--- src/rtl/fwd_hazard_ctrl_pkg.sv ---
// Shared pipeline-control definitions: register addressing, forward-select
// encodings and the writer payload used by the forwarding/hazard block.
package fwd_hazard_ctrl_pkg;

  localparam int unsigned REG_ADDR_W = 5;
  localparam int unsigned NUM_REGS   = 32;
  localparam int unsigned FWD_SEL_W  = 2;

  typedef enum logic [FWD_SEL_W-1:0] {
    FWD_ORG = 2'd0,
    FWD_MEM = 2'd1,
    FWD_WB  = 2'd2,
    FWD_WB2 = 2'd3
  } fwd_sel_e;

  typedef logic [REG_ADDR_W-1:0] reg_addr_t;

  typedef struct packed {
    reg_addr_t rd;
    logic      wr;
  } writer_t;

  // A writer only counts when it writes and does not target the zero register.
  function automatic logic writer_valid(input writer_t w);
    return w.wr && (w.rd != '0);
  endfunction

endpackage

--- src/rtl/fwd_hazard_ctrl_if.sv ---
// Pipeline-stage register indices in, forward selects and hazard status out.
interface fwd_hazard_ctrl_if #(
  parameter int unsigned NUM_SRC = 2
);
  localparam int unsigned AW = fwd_hazard_ctrl_pkg::REG_ADDR_W;

  logic [AW*NUM_SRC-1:0] id_rs;
  logic [NUM_SRC-1:0]    id_rs_used;
  logic [AW*NUM_SRC-1:0] ex_rs;
  logic [AW-1:0]         rd_ex;
  logic                  reg_file_wr_ex;
  logic                  ex_is_load;
  logic [AW-1:0]         rd_mem;
  logic                  reg_file_wr_mem;
  logic [AW-1:0]         rd_wb;
  logic                  reg_file_wr_wb;
  logic                  lat_issue;
  logic [AW-1:0]         lat_rd;
  logic                  lat_done;
  logic [AW-1:0]         lat_done_rd;
  logic [2*NUM_SRC-1:0]  operand_cntl;
  logic                  stall_id;
  logic                  lat_full;
  logic                  sb_error;
  logic [31:0]           stall_cycles;

  modport master (
    output id_rs, id_rs_used, ex_rs, rd_ex, reg_file_wr_ex, ex_is_load,
           rd_mem, reg_file_wr_mem, rd_wb, reg_file_wr_wb,
           lat_issue, lat_rd, lat_done, lat_done_rd,
    input  operand_cntl, stall_id, lat_full, sb_error, stall_cycles
  );

  modport slave (
    input  id_rs, id_rs_used, ex_rs, rd_ex, reg_file_wr_ex, ex_is_load,
           rd_mem, reg_file_wr_mem, rd_wb, reg_file_wr_wb,
           lat_issue, lat_rd, lat_done, lat_done_rd,
    output operand_cntl, stall_id, lat_full, sb_error, stall_cycles
  );

endinterface

--- src/rtl/lat_scoreboard.sv ---
// Pending-register scoreboard for long-latency ops: pending bits, in-flight
// count, sticky protocol error, and the decode-stage RAW/WAW hazard.
module lat_scoreboard
  import fwd_hazard_ctrl_pkg::*;
#(
  parameter int unsigned NUM_SRC         = 2,
  parameter int unsigned MAX_OUTSTANDING = 2
) (
  input  logic                         clk,
  input  logic                         rst,
  input  logic [REG_ADDR_W*NUM_SRC-1:0] id_rs,
  input  logic [NUM_SRC-1:0]           id_rs_used,
  input  logic                         lat_issue,
  input  logic [REG_ADDR_W-1:0]        lat_rd,
  input  logic                         lat_done,
  input  logic [REG_ADDR_W-1:0]        lat_done_rd,
  output logic                         sb_hazard_c,
  output logic                         lat_full,
  output logic                         sb_error
);

  localparam int unsigned CNT_W = $clog2(MAX_OUTSTANDING + 1);
  localparam logic [CNT_W-1:0] CNT_MAX = CNT_W'(MAX_OUTSTANDING);

  logic [NUM_REGS-1:0] pend_q, pend_d;
  logic [CNT_W-1:0]    cnt_q, cnt_d;
  logic                err_q, err_d;
  logic                full_q;
  logic                issue_vld, done_vld, issue_ok, done_ok;
  logic                raw_hit, waw_hit;

  assign issue_vld = lat_issue && (lat_rd != '0);
  assign done_vld  = lat_done && (lat_done_rd != '0);
  assign done_ok   = done_vld && pend_q[lat_done_rd];
  // A retiring op frees its slot in the same cycle, so a full count can still accept.
  assign issue_ok  = issue_vld && ((cnt_q < CNT_MAX) || done_ok);
  assign waw_hit   = issue_vld && pend_q[lat_rd];

  always_comb begin
    raw_hit = 1'b0;
    for (int i = 0; i < NUM_SRC; i++) begin
      if (id_rs_used[i] && pend_q[id_rs[i*REG_ADDR_W +: REG_ADDR_W]]) raw_hit = 1'b1;
    end
  end

  assign sb_hazard_c = raw_hit || waw_hit;

  // Clear before set so a same-register done+issue leaves the bit pending.
  always_comb begin
    pend_d = pend_q;
    cnt_d  = cnt_q;
    err_d  = err_q;
    if (done_ok)  pend_d[lat_done_rd] = 1'b0;
    if (issue_ok) pend_d[lat_rd]      = 1'b1;
    pend_d[0] = 1'b0;
    if (issue_ok && !done_ok && (cnt_q != CNT_MAX)) cnt_d = cnt_q + CNT_W'(1);
    else if (done_ok && !issue_ok && (cnt_q != '0)) cnt_d = cnt_q - CNT_W'(1);
    if ((issue_vld && !issue_ok) || (done_vld && !done_ok)) err_d = 1'b1;
  end

  always_ff @(posedge clk) begin
    if (rst) begin
      pend_q <= '0;
      cnt_q  <= '0;
      err_q  <= 1'b0;
      full_q <= 1'b0;
    end else begin
      pend_q <= pend_d;
      cnt_q  <= cnt_d;
      err_q  <= err_d;
      full_q <= (cnt_d == CNT_MAX);
    end
  end

  assign lat_full = full_q;
  assign sb_error = err_q;

endmodule

--- src/rtl/fwd_hazard_ctrl.sv ---
// Operand forwarding select, load-use detection and decode stall control,
// with a long-latency scoreboard and a saturating stall-cycle counter.
module fwd_hazard_ctrl
  import fwd_hazard_ctrl_pkg::*;
#(
  parameter int unsigned NUM_SRC         = 2,
  parameter int unsigned MAX_OUTSTANDING = 2,
  parameter bit          WB2_EN          = 1'b1
) (
  input  logic             clk,
  input  logic             rst,
  fwd_hazard_ctrl_if.slave bus
);

  writer_t              ex_w, mem_w, wb_w, wb2_q;
  logic [2*NUM_SRC-1:0] operand_cntl_c;
  logic                 lu_match_c, load_use_c, sb_hazard_c, stall_id_c;
  logic [31:0]          stall_cnt_q;

  assign ex_w  = '{rd: bus.rd_ex,  wr: bus.reg_file_wr_ex};
  assign mem_w = '{rd: bus.rd_mem, wr: bus.reg_file_wr_mem};
  assign wb_w  = '{rd: bus.rd_wb,  wr: bus.reg_file_wr_wb};

  // Late bypass: remembers last cycle's write-back target and its validity.
  always_ff @(posedge clk) begin
    if (rst) begin
      wb2_q <= '0;
    end else begin
      wb2_q.rd <= wb_w.rd;
      wb2_q.wr <= writer_valid(wb_w);
    end
  end

  always_comb begin
    operand_cntl_c = '0;
    for (int i = 0; i < NUM_SRC; i++) begin
      if (writer_valid(mem_w) && (mem_w.rd == bus.ex_rs[i*REG_ADDR_W +: REG_ADDR_W]))
        operand_cntl_c[2*i +: 2] = FWD_MEM;
      else if (writer_valid(wb_w) && (wb_w.rd == bus.ex_rs[i*REG_ADDR_W +: REG_ADDR_W]))
        operand_cntl_c[2*i +: 2] = FWD_WB;
      else if (WB2_EN && wb2_q.wr && (wb2_q.rd == bus.ex_rs[i*REG_ADDR_W +: REG_ADDR_W]))
        operand_cntl_c[2*i +: 2] = FWD_WB2;
    end
  end

  always_comb begin
    lu_match_c = 1'b0;
    for (int i = 0; i < NUM_SRC; i++) begin
      if (bus.id_rs_used[i] && (bus.id_rs[i*REG_ADDR_W +: REG_ADDR_W] == ex_w.rd))
        lu_match_c = 1'b1;
    end
  end

  assign load_use_c = bus.ex_is_load && writer_valid(ex_w) && lu_match_c;
  assign stall_id_c = load_use_c || sb_hazard_c;

  lat_scoreboard #(
    .NUM_SRC        (NUM_SRC),
    .MAX_OUTSTANDING(MAX_OUTSTANDING)
  ) u_sb (
    .clk        (clk),
    .rst        (rst),
    .id_rs      (bus.id_rs),
    .id_rs_used (bus.id_rs_used),
    .lat_issue  (bus.lat_issue),
    .lat_rd     (bus.lat_rd),
    .lat_done   (bus.lat_done),
    .lat_done_rd(bus.lat_done_rd),
    .sb_hazard_c(sb_hazard_c),
    .lat_full   (bus.lat_full),
    .sb_error   (bus.sb_error)
  );

  always_ff @(posedge clk) begin
    if (rst) begin
      stall_cnt_q <= '0;
    end else if (stall_id_c && (stall_cnt_q != '1)) begin
      stall_cnt_q <= stall_cnt_q + 32'd1;
    end
  end

  assign bus.operand_cntl = operand_cntl_c;
  assign bus.stall_id     = stall_id_c;
  assign bus.stall_cycles = stall_cnt_q;

endmodule

--- src/flat_wrapper.sv ---
// flat-port wrapper written by rule: the top's interface ports become plain ports
module fwd_hazard_ctrl_flat import fwd_hazard_ctrl_pkg::*;
#(
  parameter int unsigned NUM_SRC         = 2,
  parameter int unsigned MAX_OUTSTANDING = 2,
  parameter bit          WB2_EN          = 1'b1
)
  (clk, rst, bus_id_rs, bus_id_rs_used, bus_ex_rs, bus_rd_ex, bus_reg_file_wr_ex, bus_ex_is_load, bus_rd_mem, bus_reg_file_wr_mem, bus_rd_wb, bus_reg_file_wr_wb, bus_lat_issue, bus_lat_rd, bus_lat_done, bus_lat_done_rd, bus_operand_cntl, bus_stall_id, bus_lat_full, bus_sb_error, bus_stall_cycles);
  fwd_hazard_ctrl_if #(.NUM_SRC(NUM_SRC)) bus_i ();
  input  logic clk;
  input  logic rst;
  input wire logic [$bits(bus_i.id_rs)-1:0] bus_id_rs;
  input wire logic [$bits(bus_i.id_rs_used)-1:0] bus_id_rs_used;
  input wire logic [$bits(bus_i.ex_rs)-1:0] bus_ex_rs;
  input wire logic [$bits(bus_i.rd_ex)-1:0] bus_rd_ex;
  input wire logic [$bits(bus_i.reg_file_wr_ex)-1:0] bus_reg_file_wr_ex;
  input wire logic [$bits(bus_i.ex_is_load)-1:0] bus_ex_is_load;
  input wire logic [$bits(bus_i.rd_mem)-1:0] bus_rd_mem;
  input wire logic [$bits(bus_i.reg_file_wr_mem)-1:0] bus_reg_file_wr_mem;
  input wire logic [$bits(bus_i.rd_wb)-1:0] bus_rd_wb;
  input wire logic [$bits(bus_i.reg_file_wr_wb)-1:0] bus_reg_file_wr_wb;
  input wire logic [$bits(bus_i.lat_issue)-1:0] bus_lat_issue;
  input wire logic [$bits(bus_i.lat_rd)-1:0] bus_lat_rd;
  input wire logic [$bits(bus_i.lat_done)-1:0] bus_lat_done;
  input wire logic [$bits(bus_i.lat_done_rd)-1:0] bus_lat_done_rd;
  output wire logic [$bits(bus_i.operand_cntl)-1:0] bus_operand_cntl;
  output wire logic [$bits(bus_i.stall_id)-1:0] bus_stall_id;
  output wire logic [$bits(bus_i.lat_full)-1:0] bus_lat_full;
  output wire logic [$bits(bus_i.sb_error)-1:0] bus_sb_error;
  output wire logic [$bits(bus_i.stall_cycles)-1:0] bus_stall_cycles;
  assign bus_i.id_rs = bus_id_rs;
  assign bus_i.id_rs_used = bus_id_rs_used;
  assign bus_i.ex_rs = bus_ex_rs;
  assign bus_i.rd_ex = bus_rd_ex;
  assign bus_i.reg_file_wr_ex = bus_reg_file_wr_ex;
  assign bus_i.ex_is_load = bus_ex_is_load;
  assign bus_i.rd_mem = bus_rd_mem;
  assign bus_i.reg_file_wr_mem = bus_reg_file_wr_mem;
  assign bus_i.rd_wb = bus_rd_wb;
  assign bus_i.reg_file_wr_wb = bus_reg_file_wr_wb;
  assign bus_i.lat_issue = bus_lat_issue;
  assign bus_i.lat_rd = bus_lat_rd;
  assign bus_i.lat_done = bus_lat_done;
  assign bus_i.lat_done_rd = bus_lat_done_rd;
  assign bus_operand_cntl = bus_i.operand_cntl;
  assign bus_stall_id = bus_i.stall_id;
  assign bus_lat_full = bus_i.lat_full;
  assign bus_sb_error = bus_i.sb_error;
  assign bus_stall_cycles = bus_i.stall_cycles;
  fwd_hazard_ctrl #(.NUM_SRC(NUM_SRC), .MAX_OUTSTANDING(MAX_OUTSTANDING), .WB2_EN(WB2_EN)) u_core (.clk(clk), .rst(rst), .bus(bus_i));
endmodule
--- config.mk ---
export PLATFORM = sky130hd
export DESIGN_NAME = fwd_hazard_ctrl_flat
export DESIGN_NICKNAME = d
export VERILOG_FILES = /design/src/rtl/fwd_hazard_ctrl_pkg.sv /design/src/rtl/fwd_hazard_ctrl_if.sv /design/src/rtl/lat_scoreboard.sv /design/src/rtl/fwd_hazard_ctrl.sv /design/src/flat_wrapper.sv
export SDC_FILE = /design/constraint.sdc
export NUM_CORES = 1
export LEC_CHECK = 0
export ABC_AREA = 1
export BUFFER_PORTS_ARGS = -buffer_cell sky130_fd_sc_hd__buf_2
export CAP_MARGIN = 20
export CELL_PAD_IN_SITES_DETAIL_PLACEMENT = 0
export CELL_PAD_IN_SITES_GLOBAL_PLACEMENT = 1
export CORE_ASPECT_RATIO = 0.5
export CORE_MARGIN = 3
export CORE_UTILIZATION = 39
export CTS_BUF_LIST = sky130_fd_sc_hd__clkbuf_16
export CTS_CLUSTER_SIZE = 8
export DETAILED_ROUTE_END_ITERATION = 10
export PLACE_DENSITY = 0.83
export SYNTH_ARGS = -nofsm -noshare
export SYNTH_HDL_FRONTEND = slang
export SYNTH_HIERARCHICAL = 1
export SYNTH_SLANG_ARGS = --single-unit
--- constraint.sdc ---
create_clock -name clk -period 2.8 [get_ports clk]
set_input_delay 0.28 -clock clk [delete_from_list [all_inputs] [get_ports clk]]
set_output_delay 0.28 -clock clk [all_outputs]
set_load 0.005 [all_outputs]
==> results of run 1 <==
==> metrics by stage <==
stage / instance area (um2) / utilization, % / total power, uW / cells / setup WS (ns)
3_5_place_dp: 6460 / 46.02 / 1586 / 1245 / 0.3091
4_1_cts: 6793 / 48.39 / 2901 / 1260 / 0.2938
6_report: 6793 / 48.39 / 2869 / 1260 / 0.2573
2_1_floorplan: 5798 / - / 1420 / 977 / 0.6898
5_1_grt: 6793 / 48.39 / 3015 / 1260 / 0.1171
3_3_place_gp: 6460 / 46.02 / 1581 / 1245 / 0.3226
==> sequential cells by signal (all words and copies together) (netlist names) <==
name / flops
u_core/bus.stall_cycles: 32
u_core/u_sb/cnt_q: 2
u_core/u_sb/lat_full: 1
u_core/u_sb/pend_q: 31
u_core/u_sb/sb_error: 1
u_core/wb2_q: 6
==> metal layers <==
metal  part of all wire [%]  GRT usage (%)
met5                      0              0
met4                    1.5          7.124
met3                    7.6          3.846
met2                     47          38.33
met1                     44          30.08
==> final timing paths <==
check	endpoint	start
max	bus_stall_id	bus_lat_rd[1]
min	u_core/wb2_q[5]$_SDFF_PP0_	bus_rd_wb[4]
max reg2reg	u_core/bus.stall_cycles[11]$_SDFFE_PP0P_	u_core/bus.stall_cycles[1]$_SDFFE_PP0P_
min reg2reg	u_core/u_sb/sb_error$_SDFFE_PP0P_	u_core/u_sb/sb_error$_SDFFE_PP0P_
==> worst max-delay path: cells and delay by family <==
| kind | cells | cell delay (ns) |
|---|---|---|
| and+or+nand+nor | 7 | 0.63 |
| AOI/OAI and AO/OA | 2 | 0.32 |
| buffers and inverters | 6 | 1.01 |
==> cell usage after synthesis, types with 2 or more instances <==
| master | instances | area (um2) |
|---|---|---|
| a22oi_1 | 14 | 105.1 |
| xor2_1 | 23 | 201.4 |
| nand4_1 | 9 | 56.30 |
| a21o_1 | 2 | 15.01 |
| buf_6 | 7 | 78.83 |
| nor3_2 | 6 | 60.06 |
| dfxtp_1 | 73 | 1461 |
| inv_1 | 72 | 270.3 |
| buf_1 | 4 | 15.01 |
| buf_2 | 9 | 45.04 |
| nor2_2 | 3 | 18.77 |
| nor2_4 | 2 | 22.52 |
| a22o_1 | 4 | 35.03 |
| nand2_4 | 3 | 33.78 |
| inv_2 | 9 | 33.78 |
| ha_1 | 3 | 37.54 |
| o211ai_1 | 3 | 22.52 |
| a21oi_1 | 84 | 420.4 |
| nand3b_1 | 12 | 90.09 |
| nor3_1 | 16 | 80.08 |
| nand2_2 | 3 | 18.77 |
| o221ai_1 | 2 | 17.52 |
| o22ai_1 | 4 | 25.02 |
| clkbuf_1 | 16 | 60.06 |
| o21ai_0 | 59 | 295.3 |
| nand2_1 | 304 | 1141 |
| o21ai_1 | 14 | 70.07 |
| nor2_1 | 99 | 371.6 |
| nand3_1 | 93 | 465.5 |
| xnor2_1 | 16 | 140.1 |
==> final cells by class <==
class / instances / area [um2]
fillers: 1519 / 7246
clock inverters: 6 / 107.6
multi-input cells: 785 / 3822
flip-flops and latches: 73 / 1461
repair buffers: 113 / 628.1
inverters: 82 / 307.8
clock buffers: 9 / 225.2
well taps: 192 / 240.2
==> power groups by stage <==
stage | Clock [uW] | Sequential (uW) | Combinational [uW]
finish | 1300 | 1080 | 488
global route | 1390 | 1080 | 542
CTS | 1340 | 1080 | 484
detailed placement | 0 | 1100 | 482
global placement | 0 | 1100 | 478
floorplan | 0 | 1100 | 319
==> cells by family (layout without fill, tap and decap cells) <==
logic type      after synthesis  count (layout)  synth area share [%]
simple gates                553             553                 41.37
xor+xnor                     39              39                 5.891
buf+inv                     119             210                 8.869
flops                        73              73                 25.20
compound gates              190             190                 18.02
fa+ha+maj                     3               3                0.6475
==> results.sh, run 1 <==
export IMPL_arrival_ns=2.26
export IMPL_syn_nets=1035
export IMPL_synth_seq_cells=73
export IMPL_avgSynthCellArea_um2=5.935
export IMPL_max_freq_ghz=0.3933
export IMPL_min_path_type="in -> reg"
export IMPL_fin_crit_sh_pct=90.81
export IMPL_clk_pin_slew_ns=0.06
export IMPL_numClockSinks=73
export IMPL_grt_remaining_overflow=0
export IMPL_root_buffer="clkbuf_16"
export IMPL_antenna_cells=0
export IMPL_required_ns=2.52
export IMPL_tritoncts="done"
export IMPL_synth_edf_count=0
export IMPL_critPathMaxFanout=16
export IMPL_portBuffers=93
export IMPL_drt_first_pass_iters=5
export IMPL_syn_to_final_growth_pct=17.16
export IMPL_worst_path_most_repeated_cell="nand2_1"
export IMPL_grt_max_degree=38
export IMPL_crit_type="in -> out"
export IMPL_power_per_cell_area_mw_per_mm2=422.3
export IMPL_final_cell_mix="nand2_1, nor2_1, buf_2, nand3_1, a21oi_1"
export IMPL_syn_inst=977
export IMPL_ys_seq_area_share_pct=25.21
export IMPL_syn_cell_area_mm2=0.005798
export IMPL_start_util_pct=41.30
export IMPL_hold_viol=0
export IMPL_skew_ns=0.01055
export IMPL_grt_pass1_vias=6221
export IMPL_cts_buffer_depth=2
export IMPL_ant_nets=0
export IMPL_status="completed"
export IMPL_core_mm2=0.01404
export IMPL_fin_nets=1122
export IMPL_cpPeakStageDelay_ns=0.40
export IMPL_wire_per_inst_um=15.17
export IMPL_num_vias=6831
export IMPL_track_usage_pct=22.91
export IMPL_yosysWarnings=6
export IMPL_drive_gt1_share_pct=14.61
export IMPL_htreeDepth=3
export IMPL_leakagePower_uw=0.002923
export IMPL_comb_power_share_pct=17.0
export IMPL_avgViaCountPerCell=5.421
export IMPL_crit_path_start_kind="input port"
export IMPL_netSwitchingFraction_pct=27.35
export IMPL_gp_congestion=0.9174
export IMPL_cap_viol_max_count=0
export IMPL_setup_violations=0
export IMPL_rsz0062_at_grt="no"
export IMPL_fin_crit_ns=2.543
export IMPL_ys_types=39
export IMPL_finalSetupTns_ns=0
export IMPL_hold_depth=3
export IMPL_wl_um=19120
export IMPL_slowest_stage="inv_1"
export IMPL_fp_dieArea_mm2=0.01645
export IMPL_antenna_found_initial=0
export IMPL_ff2ff_setup_slack_ns=0.48
export IMPL_end_kind="output port"
export IMPL_report_final_slew_viol_count=0
export IMPL_cts_hold_buf=0
export IMPL_grt_pass1_wl_um=30680
export IMPL_slew_headroom_pct=45.94
export IMPL_postSynth_asyncResetShare_pct=0
export IMPL_internal_power_uw=2084
export IMPL_p_sw_uw=784.6
export IMPL_row_count=30
export IMPL_die_y_um=92.22
export IMPL_synth_ff_type="dfxtp_1"
export IMPL_seqPwrFrac_pct=37.7
export IMPL_drt_iter0_drc=631
export IMPL_numCtsBuffers=9
export IMPL_drc=0
export IMPL_io_pins=94
export IMPL_p_clk_share_pct=45.3
export IMPL_final_common_cell="nand2_1"
export IMPL_tightestPinTransition_ns=0.8108
export IMPL_postCtsSetupRepairBufs=0
export IMPL_ir_drop_mv=0.2709
export IMPL_cp_cell_sequence="buf_2 > inv_1 > nand2_1 > inv_1 > a22oi_1 > nand2_1 > a22o_1 > nor2_1 > nand2_1 > nand2_1 > nand3_1 > inv_1 > nand2_2 > buf_4 > buf_2"
export IMPL_reg2reg_depth=11
export IMPL_clk_latency_ns=0.33
export IMPL_hpwl_um=13990
export IMPL_holdWs_ns=0.2015
export IMPL_cts_resized=0
export IMPL_fp_dieW_um=178.4
Power figures use the tool's default switching activity.
==> run 2: changes to the inputs <==
--- a/config.mk
+++ b/config.mk
@@ -5,18 +5,18 @@
 export SDC_FILE = /design/constraint.sdc
 export NUM_CORES = 1
 export LEC_CHECK = 0
-export ABC_AREA = 1
-export BUFFER_PORTS_ARGS = -buffer_cell sky130_fd_sc_hd__buf_2
+export ABC_AREA = 0
+export BUFFER_PORTS_ARGS = -buffer_cell sky130_fd_sc_hd__buf_4
 export CAP_MARGIN = 20
 export CELL_PAD_IN_SITES_DETAIL_PLACEMENT = 0
 export CELL_PAD_IN_SITES_GLOBAL_PLACEMENT = 1
 export CORE_ASPECT_RATIO = 0.5
 export CORE_MARGIN = 3
-export CORE_UTILIZATION = 39
+export CORE_UTILIZATION = 43
 export CTS_BUF_LIST = sky130_fd_sc_hd__clkbuf_16
 export CTS_CLUSTER_SIZE = 8
 export DETAILED_ROUTE_END_ITERATION = 10
-export PLACE_DENSITY = 0.83
+export PLACE_DENSITY = 0.84
 export SYNTH_ARGS = -nofsm -noshare
 export SYNTH_HDL_FRONTEND = slang
 export SYNTH_HIERARCHICAL = 1
==> run 2 against run 1 <==
The run now ends with setup timing left. Clock skew down 0.0014 ns. First-iteration DRC count down 26%. Clock power down 11%.
==> results.sh, run 2 <==
export IMPL_synth_seq_cells=73
export IMPL_yosys_cell_count_top_type="dfxtp_1"
export IMPL_fp_dieW_um=162.1
export IMPL_drc=0
export IMPL_antenna_cells=0
export IMPL_avgViaCountPerCell=6.160
export IMPL_synthTopCellsByCount="dfxtp_1, nand2_1, o21ai_0"
export IMPL_synth_top_area_share_pct=27.91
export IMPL_drt_iter0_drc=470
export IMPL_end_kind="flip-flop"
export IMPL_clk_pin_slew_ns=0.06
export IMPL_max_freq_ghz=0.3528
export IMPL_report_final_slew_viol_count=0
export IMPL_arrival_ns=3.10
export IMPL_row_count=27
export IMPL_grt_pass1_vias=4729
export IMPL_leakagePower_uw=0.002573
export IMPL_required_ns=3.07
export IMPL_ant_nets=0
export IMPL_synth_area_leader_cell="dfxtp_1"
export IMPL_clk_latency_ns=0.34
export IMPL_io_pins=94
export IMPL_synth_ff_type="dfxtp_1"
export IMPL_portBuffers=93
export IMPL_place_inst=841
export IMPL_fin_crit_ns=2.835
export IMPL_cts_buffer_depth=2
export IMPL_min_path_type="in -> reg"
export IMPL_place_area_mm2=0.006324
export IMPL_syn_inst=579
export IMPL_drive_gt1_share_pct=38.93
export IMPL_avgSynthCellArea_um2=9.044
export IMPL_hpwl_um=11630
export IMPL_power_uw=2754
export IMPL_core_mm2=0.01142
export IMPL_utilization_pct=60.95
export IMPL_setup_violations=10
export IMPL_skew_ns=0.009171
export IMPL_grt_remaining_overflow=0
export IMPL_cts_hold_buf=0
export IMPL_yosysWarnings=6
export IMPL_ir_drop_mv=0.2653
export IMPL_htreeDepth=3
export IMPL_syn_to_final_growth_pct=32.90
export IMPL_layout_setup_ws_ns=-0.03466
export IMPL_hold_viol=0
export IMPL_wl_um=16500
export IMPL_slew_headroom_pct=42.86
export IMPL_gp_congestion=0.9049
export IMPL_synth_edf_count=0
export IMPL_cap_viol_max_count=0
export IMPL_status="finished with violations"
export IMPL_track_usage_pct=22.76
export IMPL_syn_nets=637
export IMPL_fin_cells=868
export IMPL_finalSetupTns_ns=-0.1094
export IMPL_fp_dieArea_mm2=0.01362
export IMPL_ys_seq_area_share_pct=27.91
export IMPL_syn_cell_area_mm2=0.005236
export IMPL_design_area_mm2=0.006959
export IMPL_crit_path_start_kind="flip-flop"
export IMPL_tritoncts="done"
export IMPL_start_util_pct=45.86
export IMPL_drt_first_pass_iters=5
export IMPL_ys_types=73
export IMPL_tightestPinTransition_ns=0.8493
export IMPL_die_y_um=84.03
export IMPL_netlist_top_cells_area="dfxtp_1, mux4_2, xnor2_1"
export IMPL_wire_per_inst_um=19.01
export IMPL_root_buffer="clkbuf_16"
export IMPL_power_per_cell_area_mw_per_mm2=395.7
export IMPL_critPathMaxFanout=7
export IMPL_crit_type="reg -> reg"
export IMPL_numClockSinks=73
export IMPL_violations="setup timing"
export IMPL_fin_nets=762
export IMPL_grt_pass1_wl_um=24900
export IMPL_fin_crit_sh_pct=101.2
export IMPL_grt_max_degree=42
export IMPL_final_cell_mix="buf_4, dfxtp_1, nand2_1"
export IMPL_rsz0062_at_grt="yes"
export IMPL_numCtsBuffers=9
export IMPL_largest_reg_flops=32
export IMPL_antenna_found_initial=0
export IMPL_num_vias=5347
export IMPL_postSynth_asyncResetShare_pct=0
export IMPL_final_common_cell="buf_4"
## run 2: cell count changes after synthesis, moves of 28 or more
cell	before	now
nor2_1	99	24
nand2_1	304	46
mux4_2	0	28
nand3_1	93	31
a21oi_1	84	32
inv_1	72	21
## run 2: kinds of logic after synthesis
group	synth area share [%]
xor+xnor	6.858
fa+ha+maj	0.7169
simple gates	22.15
compound gates	20.50
flops	27.91
mux	16.27
buf+inv	5.591
## run 2: critical path: stages, from the launching register on
cell,delay [ns]
dfxtp_4,0.36
buf_6,0.11
mux4_2,0.45
mux4_2,0.47
nand2b_4,0.15
o211ai_1,0.10
nand3_2,0.12
buf_6,0.14
o21ai_4,0.36
buf_6,0.16
buf_6,0.12
o31ai_1,0.08
a21oi_1,0.15
## run 2: metal layers
| layer | up-vias | wire length (um) | track usage, % |
|---|---|---|---|
| met5 | - | 0 | 0 |
| met4 | 0 | 288 | 6.192 |
| met3 | 27 | 1284 | 5.203 |
| met2 | 228 | 7457 | 35.48 |
| met1 | 2598 | 7472 | 31.71 |
| li1 | 2494 | - | - |
## run 2: stage by stage
step           hold WS (ns)  setup WS [ns]
2_1_floorplan        0.4082       0.009060
3_3_place_gp         0.4552        -0.1240
3_5_place_dp         0.4664        -0.1713
4_1_cts              0.1925       -0.01762
5_1_grt              0.1937       -0.08770
6_report             0.2001       -0.03466
## run 2: worst paths after layout
| path | slack [ns] | end | from | cells after the start |
|---|---|---|---|---|
| setup / recovery | -0.03 | u_core/bus.stall_cycles[25]$_SDFFE_PP0P_ | u_core/u_sb/pend_q[23]$_SDFF_PP0_ | 12 |
| setup reg to reg | -0.03 | u_core/bus.stall_cycles[25]$_SDFFE_PP0P_ | u_core/u_sb/pend_q[23]$_SDFF_PP0_ | 12 |
| hold reg to reg | 0.48 | u_core/u_sb/sb_error$_SDFFE_PP0P_ | u_core/u_sb/sb_error$_SDFFE_PP0P_ | 1 |
| hold / removal | 0.20 | u_core/wb2_q[5]$_SDFF_PP0_ | bus_rd_wb[4] | 2 |
## run 2: layout make-up
cell class / instances / area (um2)
inverters: 22 / 82.58
multi-input cells: 446 / 3610
flip-flops and latches: 73 / 1510
clock buffers: 9 / 225.2
well taps: 159 / 198.9
repair buffers: 152 / 1261
fillers: 996 / 4459
clock inverters: 7 / 71.32
## run 2: where the power goes
group	switching, uW	internal (uW)
registers	24.4	1050
logic	266	248
clock network	472	690
## run 2: timing repair
action                                  CTS  global route
setup buffers                             1             4
cloned                                    0             6
pin swaps                                 3            26
resized for setup                        12            69
endpoints found under the setup margin   16            27
==> run 3: changes to the inputs <==
--- a/config.mk
+++ b/config.mk
@@ -6,16 +6,16 @@
 export NUM_CORES = 1
 export LEC_CHECK = 0
 export ABC_AREA = 0
-export BUFFER_PORTS_ARGS = -buffer_cell sky130_fd_sc_hd__buf_4
 export CAP_MARGIN = 20
 export CELL_PAD_IN_SITES_DETAIL_PLACEMENT = 0
 export CELL_PAD_IN_SITES_GLOBAL_PLACEMENT = 1
 export CORE_ASPECT_RATIO = 0.5
 export CORE_MARGIN = 3
-export CORE_UTILIZATION = 43
+export CORE_UTILIZATION = 49
 export CTS_BUF_LIST = sky130_fd_sc_hd__clkbuf_16
 export CTS_CLUSTER_SIZE = 8
 export DETAILED_ROUTE_END_ITERATION = 10
+export DONT_BUFFER_PORTS = 1
 export PLACE_DENSITY = 0.84
 export SYNTH_ARGS = -nofsm -noshare
 export SYNTH_HDL_FRONTEND = slang
==> run 3 against run 2 <==
The flow still finishes with violations (setup timing). Non-clock buffer count decreased by 103. Fmax grew 0.31%. Count of clock-buffer cells in the layout unchanged. Clock power grew 8%. Register-to-register slack hardly changed. Global-route usage increased by 2.4 points. Via count fell by 5.9%. Final cell count down 15%. Design area fell by 11%. Hold slack worse by 0.18 ns. Combinational power fell by 31%. Largest cell class unchanged. Largest power group unchanged. Highest routed layer unchanged.
==> results.sh, run 3 (synthesis results as in run 2) <==
export IMPL_setup_violations=12
export IMPL_num_vias=5031
export IMPL_hold_viol=0
export IMPL_p_sw_uw=657.2
export IMPL_power_per_cell_area_mw_per_mm2=431.7
export IMPL_wire_per_inst_um=21.47
export IMPL_status="finished with violations"
export IMPL_power_uw=2682
export IMPL_rsz0062_at_grt="yes"
export IMPL_hold_start="rst"
export IMPL_core_mm2=0.009916
export IMPL_seqPwrFrac_pct=40.3
export IMPL_largest_reg_flops=32
export IMPL_fin_crit_sh_pct=100.9
export IMPL_final_common_cell="dfxtp_1"
export IMPL_max_freq_ghz=0.3539
export IMPL_cpPeakStageDelay_ns=0.50
export IMPL_cp_depth=12
export IMPL_wl_um=15930
export IMPL_worst_path_most_repeated_cell="buf_6"
export IMPL_numCtsBuffers=9
export IMPL_grt_pass1_vias=4648
export IMPL_syn_to_final_growth_pct=18.66
export IMPL_skew_ns=0.007069
export IMPL_cts_buffer_depth=2
export IMPL_netSwitchingFraction_pct=24.50
export IMPL_critPathMaxFanout=8
export IMPL_fp_dieW_um=152.2
export IMPL_required_ns=3.07
export IMPL_grt_pass1_wl_um=24570
export IMPL_io_pins=94
export IMPL_drive_gt1_share_pct=30.15
export IMPL_reg2reg_from="u_core/u_sb/pend_q[8]$_SDFF_PP0_"
export IMPL_crit_path_start_kind="flip-flop"
export IMPL_avgViaCountPerCell=6.780
export IMPL_tritoncts="done"
export IMPL_root_buffer="clkbuf_16"
export IMPL_ff2ff_setup_slack_ns=-0.03
export IMPL_comb_power_share_pct=13.2
export IMPL_end_kind="flip-flop"
export IMPL_gp_congestion=0.8985
export IMPL_layout_setup_ws_ns=-0.02581
export IMPL_track_usage_pct=25.15
export IMPL_ir_drop_mv=0.2373
export IMPL_slew_headroom_pct=39.10
export IMPL_drt_first_pass_iters=8
export IMPL_critPathBufInv=5
export IMPL_endpoint="u_core/bus.stall_cycles[19]$_SDFFE_PP0P_"
export IMPL_clk_latency_ns=0.34
export IMPL_numClockSinks=73
export IMPL_cap_viol_max_count=0
export IMPL_hpwl_um=10890
export IMPL_slowest_stage="mux4_2"
export IMPL_r2r_end="u_core/bus.stall_cycles[19]$_SDFFE_PP0P_"
export IMPL_grt_max_degree=59
export IMPL_arrival_ns=3.10
export IMPL_leakagePower_uw=0.002068
export IMPL_internal_power_uw=2025
export IMPL_die_y_um=79.10
export IMPL_clk_pin_slew_ns=0.06
export IMPL_ant_nets=0
export IMPL_fin_nets=660
export IMPL_nFillCells=819
export IMPL_p_clk_share_pct=46.4
export IMPL_grt_remaining_overflow=0
export IMPL_fp_dieArea_mm2=0.01204
export IMPL_report_final_slew_viol_count=0
export IMPL_crit_path_start="u_core/u_sb/pend_q[8]$_SDFF_PP0_"
export IMPL_min_path_type="in -> reg"
export IMPL_drc=0
export IMPL_htreeDepth=3
export IMPL_fin_cells=742
export IMPL_cp_top_family="multiplexers"
export IMPL_tightestPinTransition_ns=0.9135
export IMPL_start_util_pct=52.81
export IMPL_antenna_found_initial=0
export IMPL_reg2reg_depth=12
export IMPL_violations="setup timing"
export IMPL_drt_iter0_drc=498
export IMPL_place_inst=709
export IMPL_portBuffers=0
export IMPL_crit_type="reg -> reg"
export IMPL_antenna_cells=0
export IMPL_final_cell_mix="dfxtp_1, nand2_1, buf_4"
export IMPL_fin_crit_ns=2.826
export IMPL_cp_cell_sequence="buf_6 > mux4_2 > mux4_2 > o211ai_1 > nand3_2 > buf_6 > buf_12 > o21ai_4 > buf_6 > buf_8 > o21ai_1 > a21oi_1"
export IMPL_row_count=25
export IMPL_holdWs_ns=0.01556
run 3: cell count changes in the layout (fill, tap and decap cells not counted), moves of 3 or more:
| cell | before | now |
|---|---|---|
| buf_6 | 16 | 10 |
| or4_4 | 3 | 6 |
| a21oi_1 | 29 | 22 |
| or4_1 | 13 | 10 |
| dfxtp_4 | 8 | 4 |
| dfxtp_2 | 15 | 20 |
| o21ai_2 | 6 | 3 |
| buf_4 | 132 | 32 |
| a21oi_2 | 3 | 10 |
run 3: power groups by stage:
stage                     clock [uW]  combinational, uW  sequential [uW]
after CTS                       1270                298             1080
after global placement             0                287             1110
after floorplan                    0                275             1100
after global routing            1320                382             1080
final                           1250                354             1080
after detailed placement           0                288             1110
run 3: routing by layer:
layer	global-route usage (%)	vias up	routed length (um)
met5	0	-	0
met4	7.444	0	269
met3	7.676	20	1390
met2	41.68	228	7529
met1	32.02	2486	6742
li1	-	2297	-
run 3: timing repair:
| action | in CTS | in global routing |
|---|---|---|
| buffers inserted | 3 | 7 |
| endpoints found under the hold margin | 0 | 2 |
| hold buffers | 0 | 1 |
| pin swaps | 1 | 43 |
| resized for setup | 6 | 77 |
| setup endpoints to repair | 15 | 27 |
| gates cloned | 1 | 5 |
run 3: layout make-up:
type                            count  area [um2]  share of cell area, %
Clock buffer                        9       225.2                  3.625
Multi-Input combinational cell    447        3659                  58.88
Clock inverter                      7       93.84                  1.510
Inverter                           22       82.58                  1.329
Timing Repair Buffer               49       483.0                  7.773
Sequential cell                    73        1501                  24.16
Tap cell                          135       168.9                  2.718
run 3: per-stage QoR:
step | TNS, ns | util, % | setup slack (ns) | area [um2]
floorplan | 0 | - | 0.009060 | 5239
detailed placement | -0.5025 | 55.17 | -0.07890 | 5470
global placement | -0.02922 | 55.17 | -0.02455 | 5470
CTS | 0 | 58.84 | 0.003519 | 5834
finish | -0.1974 | 62.66 | -0.02581 | 6213
global route | -2.711 | 62.66 | -0.1386 | 6213
run 3: how the worst min path moves through the flow:
stage	depth (start not counted)	to
after floorplan	1	u_core/wb2_q[1]$_SDFF_PP0_
after global placement	1	u_core/bus.stall_cycles[24]$_SDFFE_PP0P_
after detailed placement	1	u_core/bus.stall_cycles[24]$_SDFFE_PP0P_
after CTS	1	u_core/bus.stall_cycles[30]$_SDFFE_PP0P_
after global routing	1	u_core/bus.stall_cycles[26]$_SDFFE_PP0P_
final	1	u_core/bus.stall_cycles[26]$_SDFFE_PP0P_
